## src/rtl/nios2_qsys_oci_trace_pkg.sv

```systemverilog
// Shared definitions for the Nios II OCI trace monitor.
//   state_t : monitor state encoding (IDLE=0, CAPTURE=1, DRAIN=2, DONE=3)
//   DROP_W  : width of the saturating dropped-frame counter
//   WCNT_W  : width of the wrapping accepted-frame counter
package nios2_qsys_oci_trace_pkg;

  typedef enum logic [1:0] {
    ST_IDLE    = 2'd0,
    ST_CAPTURE = 2'd1,
    ST_DRAIN   = 2'd2,
    ST_DONE    = 2'd3
  } state_t;

  localparam int DROP_W = 16;
  localparam int WCNT_W = 32;

endpackage

```

## src/rtl/nios2_qsys_oci_trace_fifo.sv

```systemverilog
// Synchronous frame FIFO with a registered head stage.
//   clk, reset            : clock, synchronous active-high reset
//   flush                 : empties the FIFO on the next edge
//   push, push_data/count : write one frame (caller guarantees legality)
//   out_ready             : consumer accepts the head frame
//   out_data/count/valid  : registered head frame
//   pop                   : head accepted this cycle
//   full, level           : occupancy (level counts every stored frame)
module nios2_qsys_oci_trace_fifo #(
  parameter int DATA_W  = 30,
  parameter int COUNT_W = 4,
  parameter int DEPTH   = 16,
  parameter int LVL_W   = $clog2(DEPTH) + 1
) (
  input  logic               clk,
  input  logic               reset,
  input  logic               flush,
  input  logic               push,
  input  logic [DATA_W-1:0]  push_data,
  input  logic [COUNT_W-1:0] push_count,
  input  logic               out_ready,
  output logic [DATA_W-1:0]  out_data,
  output logic [COUNT_W-1:0] out_count,
  output logic               out_valid,
  output logic               pop,
  output logic               full,
  output logic [LVL_W-1:0]   level
);

  localparam int AW = $clog2(DEPTH);
  localparam int W  = DATA_W + COUNT_W;

  logic [W-1:0]  mem [DEPTH];
  logic [AW:0]   wr_ptr;
  logic [AW:0]   rd_ptr;
  logic [AW:0]   rd_next;

  // The extra pointer bit separates full (MSBs differ) from empty (equal).
  assign level   = LVL_W'(wr_ptr - rd_ptr);
  assign full    = (level == LVL_W'(DEPTH));
  assign pop     = out_valid && out_ready && !flush;
  assign rd_next = rd_ptr + (AW+1)'(pop);

  // NOTE: storage has no reset; only the pointers define what is valid, so
  // clearing the array would add reset fan-out for no functional gain.
  always_ff @(posedge clk) begin
    if (push) begin
      mem[wr_ptr[AW-1:0]] <= {push_count, push_data};
    end
  end

  // The head is reloaded only from entries written on an earlier edge
  // (rd_next != wr_ptr before this cycle's push), so a fresh frame reaches
  // the head one edge after it is written and no write/read bypass exists.
  // NOTE: non-blocking assignments keep every register sampling the
  // pre-edge values, so pointer and head updates see a consistent state.
  always_ff @(posedge clk) begin
    if (reset || flush) begin
      wr_ptr    <= '0;
      rd_ptr    <= '0;
      out_valid <= 1'b0;
      out_data  <= '0;
      out_count <= '0;
    end else begin
      if (push) begin
        wr_ptr <= wr_ptr + (AW+1)'(1);
      end
      rd_ptr <= rd_next;
      if (rd_next != wr_ptr) begin
        out_valid              <= 1'b1;
        {out_count, out_data}  <= mem[rd_next[AW-1:0]];
      end else begin
        out_valid <= 1'b0;
      end
    end
  end

endmodule

```

## src/rtl/nios2_qsys_oci_trace_monitor.sv

```systemverilog
// OCI trace monitor: captures packed trace frames into a FIFO, drains them
// over a ready/valid port, keeps drop/accept statistics and an XOR checksum,
// and sequences end-of-test.
//   clk, reset               : clock, synchronous active-high reset
//   capture_en               : arms capture from IDLE
//   dct_buffer/count/valid   : incoming trace frame (count 0 = empty frame)
//   test_ending, test_has_ended : end-of-test handshake
//   out_data/count/valid/ready  : drain port
//   fifo_level, overflow, drop_count, word_count, checksum : statistics
//   state, done              : monitor state and DONE flag
module nios2_qsys_oci_trace_monitor
  import nios2_qsys_oci_trace_pkg::*;
#(
  parameter int DATA_W  = 30,
  parameter int COUNT_W = 4,
  parameter int DEPTH   = 16,
  parameter int LVL_W   = $clog2(DEPTH) + 1
) (
  input  logic               clk,
  input  logic               reset,
  input  logic               capture_en,
  input  logic [DATA_W-1:0]  dct_buffer,
  input  logic [COUNT_W-1:0] dct_count,
  input  logic               dct_valid,
  input  logic               test_ending,
  input  logic               test_has_ended,
  output logic [DATA_W-1:0]  out_data,
  output logic [COUNT_W-1:0] out_count,
  output logic               out_valid,
  input  logic               out_ready,
  output logic [LVL_W-1:0]   fifo_level,
  output logic               overflow,
  output logic [DROP_W-1:0]  drop_count,
  output logic [WCNT_W-1:0]  word_count,
  output logic [DATA_W-1:0]  checksum,
  output logic [1:0]         state,
  output logic               done
);

  state_t state_q;
  logic   accept;
  logic   push;
  logic   drop;
  logic   pop;
  logic   full;

  assign state  = state_q;
  assign accept = (state_q == ST_CAPTURE) && dct_valid && (dct_count != '0);
  // A full FIFO still takes a frame when the head leaves in the same cycle.
  assign push   = accept && (!full || pop);
  assign drop   = accept && full && !pop;

  nios2_qsys_oci_trace_fifo #(
    .DATA_W  (DATA_W),
    .COUNT_W (COUNT_W),
    .DEPTH   (DEPTH),
    .LVL_W   (LVL_W)
  ) u_fifo (
    .clk        (clk),
    .reset      (reset),
    .flush      (state_q == ST_IDLE),
    .push       (push),
    .push_data  (dct_buffer),
    .push_count (dct_count),
    .out_ready  (out_ready),
    .out_data   (out_data),
    .out_count  (out_count),
    .out_valid  (out_valid),
    .pop        (pop),
    .full       (full),
    .level      (fifo_level)
  );

  always_ff @(posedge clk) begin
    if (reset) begin
      state_q    <= ST_IDLE;
      done       <= 1'b0;
      overflow   <= 1'b0;
      drop_count <= '0;
      word_count <= '0;
      checksum   <= '0;
    end else begin
      case (state_q)
        ST_IDLE:    if (capture_en) state_q <= ST_CAPTURE;
        ST_CAPTURE: if (test_ending || test_has_ended) state_q <= ST_DRAIN;
        ST_DRAIN: begin
          if ((fifo_level == '0) && test_has_ended) begin
            state_q <= ST_DONE;
            done    <= 1'b1;
          end
        end
        default:    state_q <= ST_DONE;
      endcase

      if (push) begin
        word_count <= word_count + 1'b1;
        checksum   <= checksum ^ dct_buffer;
      end
      if (drop) begin
        overflow <= 1'b1;
        if (drop_count != '1) drop_count <= drop_count + 1'b1;
      end
    end
  end

endmodule

```

## config.mk

```make
export PLATFORM = sky130hd
export DESIGN_NAME = nios2_qsys_oci_trace_monitor
export DESIGN_NICKNAME = d
export VERILOG_FILES = /design/src/rtl/nios2_qsys_oci_trace_pkg.sv /design/src/rtl/nios2_qsys_oci_trace_fifo.sv /design/src/rtl/nios2_qsys_oci_trace_monitor.sv
export SDC_FILE = /design/constraint.sdc
export NUM_CORES = 1
export LEC_CHECK = 0
export CAP_MARGIN = 20
export CORE_AREA = 2 2 269 338
export CTS_BUF_LIST = sky130_fd_sc_hd__clkbuf_2 sky130_fd_sc_hd__clkbuf_4 sky130_fd_sc_hd__clkbuf_8
export CTS_CLUSTER_SIZE = 28
export DETAILED_ROUTE_END_ITERATION = 10
export DIE_AREA = 0 0 271 340
export HOLD_SLACK_MARGIN = 0.03
export PLACE_DENSITY = 0.53
export SYNTH_ARGS = -nofsm -noshare
export SYNTH_HDL_FRONTEND = slang
export SYNTH_HIERARCHICAL = 1
export SYNTH_SLANG_ARGS = --single-unit
```

## constraint.sdc

```tcl
create_clock -name clk -period 4.05 [get_ports clk]
set_clock_uncertainty 0.05 [all_clocks]
set_input_delay 0.81 -clock clk [delete_from_list [all_inputs] [get_ports clk]]
set_output_delay 0.81 -clock clk [all_outputs]
set_load 0.02 [all_outputs]
```

# Word-level counts from Yosys, hierarchy flattened
# Memories as Yosys holds them, arrays and structs flattened. A register that Yosys moved wholly into a read port is not among the register bits.
# Cells that the tools add are included.
totals:
  in_bits: 41
  out_inout_bits: 122
  ram_bits: 544
  memories: 1
  register_bits: 93
  wordCells: 51
op_classes:
  n_eq_ne: 8
  bitwise: 1
  n_addsub: 5
  reduce_logical: 20
  mux: 7
mem_list:
  columns: ["memory", "depth", "width", "rd", "rd_ports_with_merged_regs", "write_ports", "line_no", "source"]
  rows:
  - ["u_fifo.mem", 16, 34, 1, 1, 1, "nios2_qsys_oci_trace_fifo.sv:33", "logic [W-1:0] mem [DEPTH];"]
op_table:
  columns: ["cell", "count"]
  rows:
  - ["32-bit by 1-bit adder with 32-bit output (second input constant)", 1]
  - ["30-bit XOR", 1]
  - ["16-bit by 1-bit adder with 16-bit output (second input constant)", 1]
  - ["16-bit != test (second input constant)", 1]
  - ["1-bit logical AND", 8]
  - ["2-bit 2-to-1 mux", 3]
  - ["2-bit one-hot mux with 3 select lines", 1]
  - ["5-bit by 1-bit adder with 5-bit output", 1]
  - ["5-bit by 1-bit adder with 5-bit output (second input constant)", 1]
  - ["5-bit equality test (second input constant)", 1]
  - ["5-bit logical NOT", 1]
  - ["5-bit != test", 1]
  - ["5-bit subtractor", 1]
  - ["2-bit != test (second input constant)", 2]
  - ["2-bit AND reduction", 2]
  - ["4-bit nonzero test", 1]
  - ["1-bit logical NOT", 3]
  - ["1-bit logical OR", 3]
  - ["1-bit 2-to-1 mux", 3]
  - ["3-bit AND reduction", 1]
  - ["2-bit by 1-bit equality test with 1-bit output (second input constant)", 1]
  - ["2-bit equality test (second input constant)", 1]
  - ["2-bit logical NOT", 1]
  - ["2-bit by 1-bit != test with 1-bit output (second input constant)", 1]

# Longest topological paths before layout
depth:
  depth_word: 7
  depth_mapped: 17
  ltp_nobuf: 15

# Cells and area by module
# The synthesis kept the hierarchy.
by_module_without_submodules:
  columns: ["module", "instances", "area_each_um2", "cells_each", "seq_area_each_um2"]
  rows:
  - ["nios2_qsys_oci_trace_fifo", 1, 22485.3, 1116, 17236.5]
  - ["nios2_qsys_oci_trace_monitor", 1, 4042.6, 462, 1641.6]

# Least setup slack after synthesis
# Ideal clock, no wire load.
synth_timing:
  path_type: "register -> register"
  start: "register u_fifo.wr_ptr[0]"
  end: "memory u_fifo/mem[0][0] (netlist bit), enable pin"
  required_time_ps: 3606
  period_less_slack_ps: 4053
  n_path_buf: 2
  t_arrival_ps: 3609
  setup_ps: 394
  path_stages_with_launch: 16
  setup_slack_ps: -3
  cell_sequence: "dfxtp_1 -> inv_1 -> ha_1 -> inv_1 -> fa_1 -> a21o_1 -> a21oi_1 -> xnor2_1 -> o211a_1 -> nand2b_1 -> nand3_4 -> buf_6 -> inv_1 -> clkbuf_1 -> nor3b_1 -> and2_1"
synth_between:
  elab_chain_len: 7
synth_lines:
  columns: ["item", "line_no", "source"]
  rows:
  - ["start, declared", "nios2_qsys_oci_trace_fifo.sv:34", "logic [AW:0] wr_ptr;"]
  - ["start signal, assigned", "nios2_qsys_oci_trace_fifo.sv:66", "wr_ptr <= wr_ptr + (AW+1)'(1);"]
  - ["5-bit subtractor", "nios2_qsys_oci_trace_fifo.sv:39", "assign level = LVL_W'(wr_ptr - rd_ptr);"]
  - ["net fifo_level[4]", "nios2_qsys_oci_trace_monitor.sv:31", "output logic [LVL_W-1:0] fifo_level,"]
  - ["5-bit equality test", "nios2_qsys_oci_trace_fifo.sv:40", "assign full = (level == LVL_W'(DEPTH));"]
  - ["net full", "nios2_qsys_oci_trace_monitor.sv:45", "logic full;"]
  - ["1-bit logical NOT", "nios2_qsys_oci_trace_monitor.sv:50", "assign push = accept && (!full || pop);"]
  - ["1-bit logical OR", "nios2_qsys_oci_trace_monitor.sv:50", null]
  - ["1-bit logical AND", "nios2_qsys_oci_trace_monitor.sv:50", null]
  - ["net push", "nios2_qsys_oci_trace_monitor.sv:42", "logic push;"]
  - ["1-bit 2-to-1 mux", "nios2_qsys_oci_trace_fifo.sv:47", "if (push) begin"]
  - ["1-bit 2-to-1 mux (not written as such)", "nios2_qsys_oci_trace_fifo.sv:48", "mem[wr_ptr[AW-1:0]] <= {push_count, push_data};"]
  - ["end, declared", "nios2_qsys_oci_trace_fifo.sv:33", null]
# The timed path passes the listed nets, and every way through them passes these cells.

# Worst setup path after layout
layout_timing:
  start: "register u_fifo.wr_ptr[0]"
  end: "output fifo_level[2]"
layout_between:
  elab_chain_len: 1
layout_lines:
  columns: ["item", "line_no"]
  rows:
  - ["5-bit subtractor", "nios2_qsys_oci_trace_fifo.sv:39"]
  - ["end, declared", "nios2_qsys_oci_trace_monitor.sv:31"]
# Every way passes these cells.

==> flow_summary.toml <==
[timing]
finalHoldViolations = 0
period_needed_ns = 3.80
slew_headroom = 0.535
maxSlewViolCount = 0
setup_tns_ns = 0
rsz0062_at_grt = "no"
fmax_ghz = 0.263
fin_crit_sh = 0.938
hold_slack_ns = 0.418
worst_slew_pin_slew_ns = 0.696
finalSetupViolCount = 0

[yosys]
synth_edf_count = 544
ys_async_sr_fraction = 0
yosys.area_share.simple = 0.0909
yosysTopAreaCellShare = 0.616
synth_mux_area_frac = 0.122
synthesis.area_um2 = 26500
synthesis.nets = 1632
synth_xor_area_frac = 0.0174
ys_seq_area_frac = 0.712
ys_top_cells_by_count = "edfxtp_1 (544), nand2_1 (162), mux4_2 (136), dfxtp_1 (127), nand3_1 (83)"
synth_fa_ha_area_frac = 0.00641
synthFlopType = "edfxtp_1"
yosysMostFrequentCell = "edfxtp_1"
synth_compound_area_frac = 0.0312
synth-seq-cells = 671
syn_area_per_cell_um2 = 16.8
netlist_instances = 1578
ys_types = 62
synth_top_family_by_area = "multiplexers"
yosysWarnings = 6
synth_area_leaders = "edfxtp_1 (62%), mux4_2 (12%), dfxtp_1 (9.6%)"
yosys.area.top_type = "edfxtp_1"

[critical_path]
crit_path_max_incr_delay_ns = 0.68
cp_common_cell = "inv_1"
cp_max_fo = 6
crit_path_top_delay_cell = "clkdlybuf4s50_1"
worstPathCellList = "inv_1 > ha_1 > inv_1 > fa_1 > xor2_1 > clkdlybuf4s50_1"
r2r_slack_ns = 0.61
cp.required_ns = 3.19
criticalPathCategory = "flop to output port"
critPathArrivalTime_ns = 2.94
crit_path_end_kind = "output port"
critPathLaunchType = "flop"

[layout]
drive_gt1_frac = 0.238
design_area_um2 = 32300
multi_input_area_um2 = 7230
syn2layout_area_growth_pct = 21.8
fin_nets = 1868
fillers = 8366
seq_area_um2 = 18900

[global_route]
grt_pass1_vias = 16100
grt_pass1_wl_um = 104000
grt_util_all_layers = 0.152
grt_max_degree = 82
antenna_found_initial = 3
gr-total-overflow = 0

[clock_tree]
cts-root-buf = "clkbuf_8"
cts_hold_buf = 0
cts_num_sinks = 671
post_cts_buffers = 0
numCtsBuffers = 108
htreeDepth = 3
insertion_delay_ns = 0.72
clockBufferDepth = 3
cts_tree = "done"
path_clk_slew_ns = 0.07

[route]
drtIter0Drc = 1158
drc_errors = 0
vias = 15300
first_pass_iters = 5
wirelength_um = 70100
viasPerCell = 4.94
wl_per_cell_um = 22.7
antenna_left = 0

[pwr]
power_leakage_nw = 10.4
powerDensity_nw_per_um2 = 436
ir_drop_mv = 0.265

[die]
die_area_um2 = 92100
core_region_area_um2 = 89100
fp-row-count = 123
die_w_um = 271
die_y_um = 340
pin_count = 163
start_util = 0.298

[job]
drv_cap = 0

[outcome]
outcome = "finished, final reports clean"

[placement]
placed_area_um2 = 30000
dpl.hpwl_um = 38300
io_buffers = 162
gp_congestion = 0.771

[hold_path]
hp-class = "flop to flop"
critical path, delay by kind of cell, from the launching register on:
kind / cells / cell delay (ns)
xor gates and xnor gates: 1 / 0.38
DFF: 1 / 0.38
adders and majority gates: 2 / 0.58
buffers and inverters: 3 / 0.88
layout make-up:
cell class,instances,area share
antenna,1,0.0000775
clock buffer,167,0.0624
clock inverter,34,0.00922
inverter,21,0.00244
multi-input combinational,793,0.224
sequential,671,0.584
tap,1187,0.0460
timing repair buffer,219,0.0718
final timing paths:
kind,depth (start not counted),from,endpoint
setup / recovery,6,u_fifo/wr_ptr[0]$_SDFFE_PP0P_,fifo_level[2]
hold / removal,1,u_fifo/out_data[10]$_SDFFE_PP0P_,u_fifo/out_data[10]$_SDFFE_PP0P_
setup reg to reg,13,u_fifo/wr_ptr[0]$_SDFFE_PP0P_,drop_count[15]$_SDFFE_PP0P_
hold reg to reg,1,u_fifo/out_data[10]$_SDFFE_PP0P_,u_fifo/out_data[10]$_SDFFE_PP0P_
per-stage QoR:
| stage | total power, mW | utilization | cells | worst slack (ns) |
|---|---|---|---|---|
| 2_1_floorplan | 7.84 | - | 1578 | 0.0621 |
| 4_1_cts | 14.3 | 0.363 | 3092 | 0.189 |
| 5_1_grt | 14.6 | 0.363 | 3093 | 0.157 |
| 3_5_place_dp | 8.08 | 0.337 | 2891 | 0.464 |
| 3_3_place_gp | 8.07 | 0.337 | 2891 | 0.472 |
| 6_report | 14.1 | 0.363 | 3093 | 0.252 |
kinds of logic after synthesis:
kind of cell / Yosys count
buffers and inverters: 114
AO/OA/AOI/OAI: 108
XOR/XNOR: 51
flip-flops: 671
AND/OR/NAND/NOR: 470
multiplexers: 151
adder cells (fa/ha/maj): 13
layer usage:
metal / GRT usage / vias to the layer above / part of all wire
met1: 0.199 / 7974 / 0.42
met5: 0 / - / 0.00019
met2: 0.255 / 502 / 0.49
met4: 0.0464 / 2 / 0.018
met3: 0.0282 / 98 / 0.063
li1: - / 6708 / -
flip-flops by register name, summed over array words and instances, names as in the netlist:
name	count
checksum	30
u_fifo/wr_ptr	5
u_fifo/out_data	30
overflow	1
word_count	32
drop_count	16
done	1
state	2
u_fifo/out_valid	1
u_fifo/rd_ptr	5
u_fifo/out_count	4
u_fifo/mem	544
power breakdown:
group          internal, mW  switching (mW)
registers              7.49          0.0241
clock network          3.48            2.68
logic                 0.148           0.267
placed cells by master (no fill, tap or decap), types with 3 or more instances in the layout:
cell type / instances
clkinv_2: 11
buf_4: 36
nand2_1: 162
xnor2_1: 8
nand4_1: 46
ha_1: 10
a21oi_1: 32
mux2_2: 3
edfxtp_1: 544
nor4_1: 14
or3_1: 7
xor2_1: 38
inv_1: 21
clkdlybuf4s50_1: 160
o31ai_1: 19
bufinv_16: 5
and4_1: 9
buf_12: 22
nor2b_1: 15
clkinvlp_4: 4
nand3_1: 83
and3_1: 8
xnor2_2: 3
a32o_1: 8
clkbuf_8: 122
mux4_2: 136
clkinv_1: 12
and2_2: 16
clkbuf_4: 45
dfxtp_1: 127
mux2_1: 11
o21ai_0: 11
nor2_1: 64
or2_2: 3
or4_1: 18
a32o_2: 26
timing repair:
action,4_1_cts,5_1_grt
endpoints found under the setup margin,1,0
hold endpoints to repair,0,0
gates resized for setup,1,0
No activity file was read; power rests on OpenSTA's default activity.
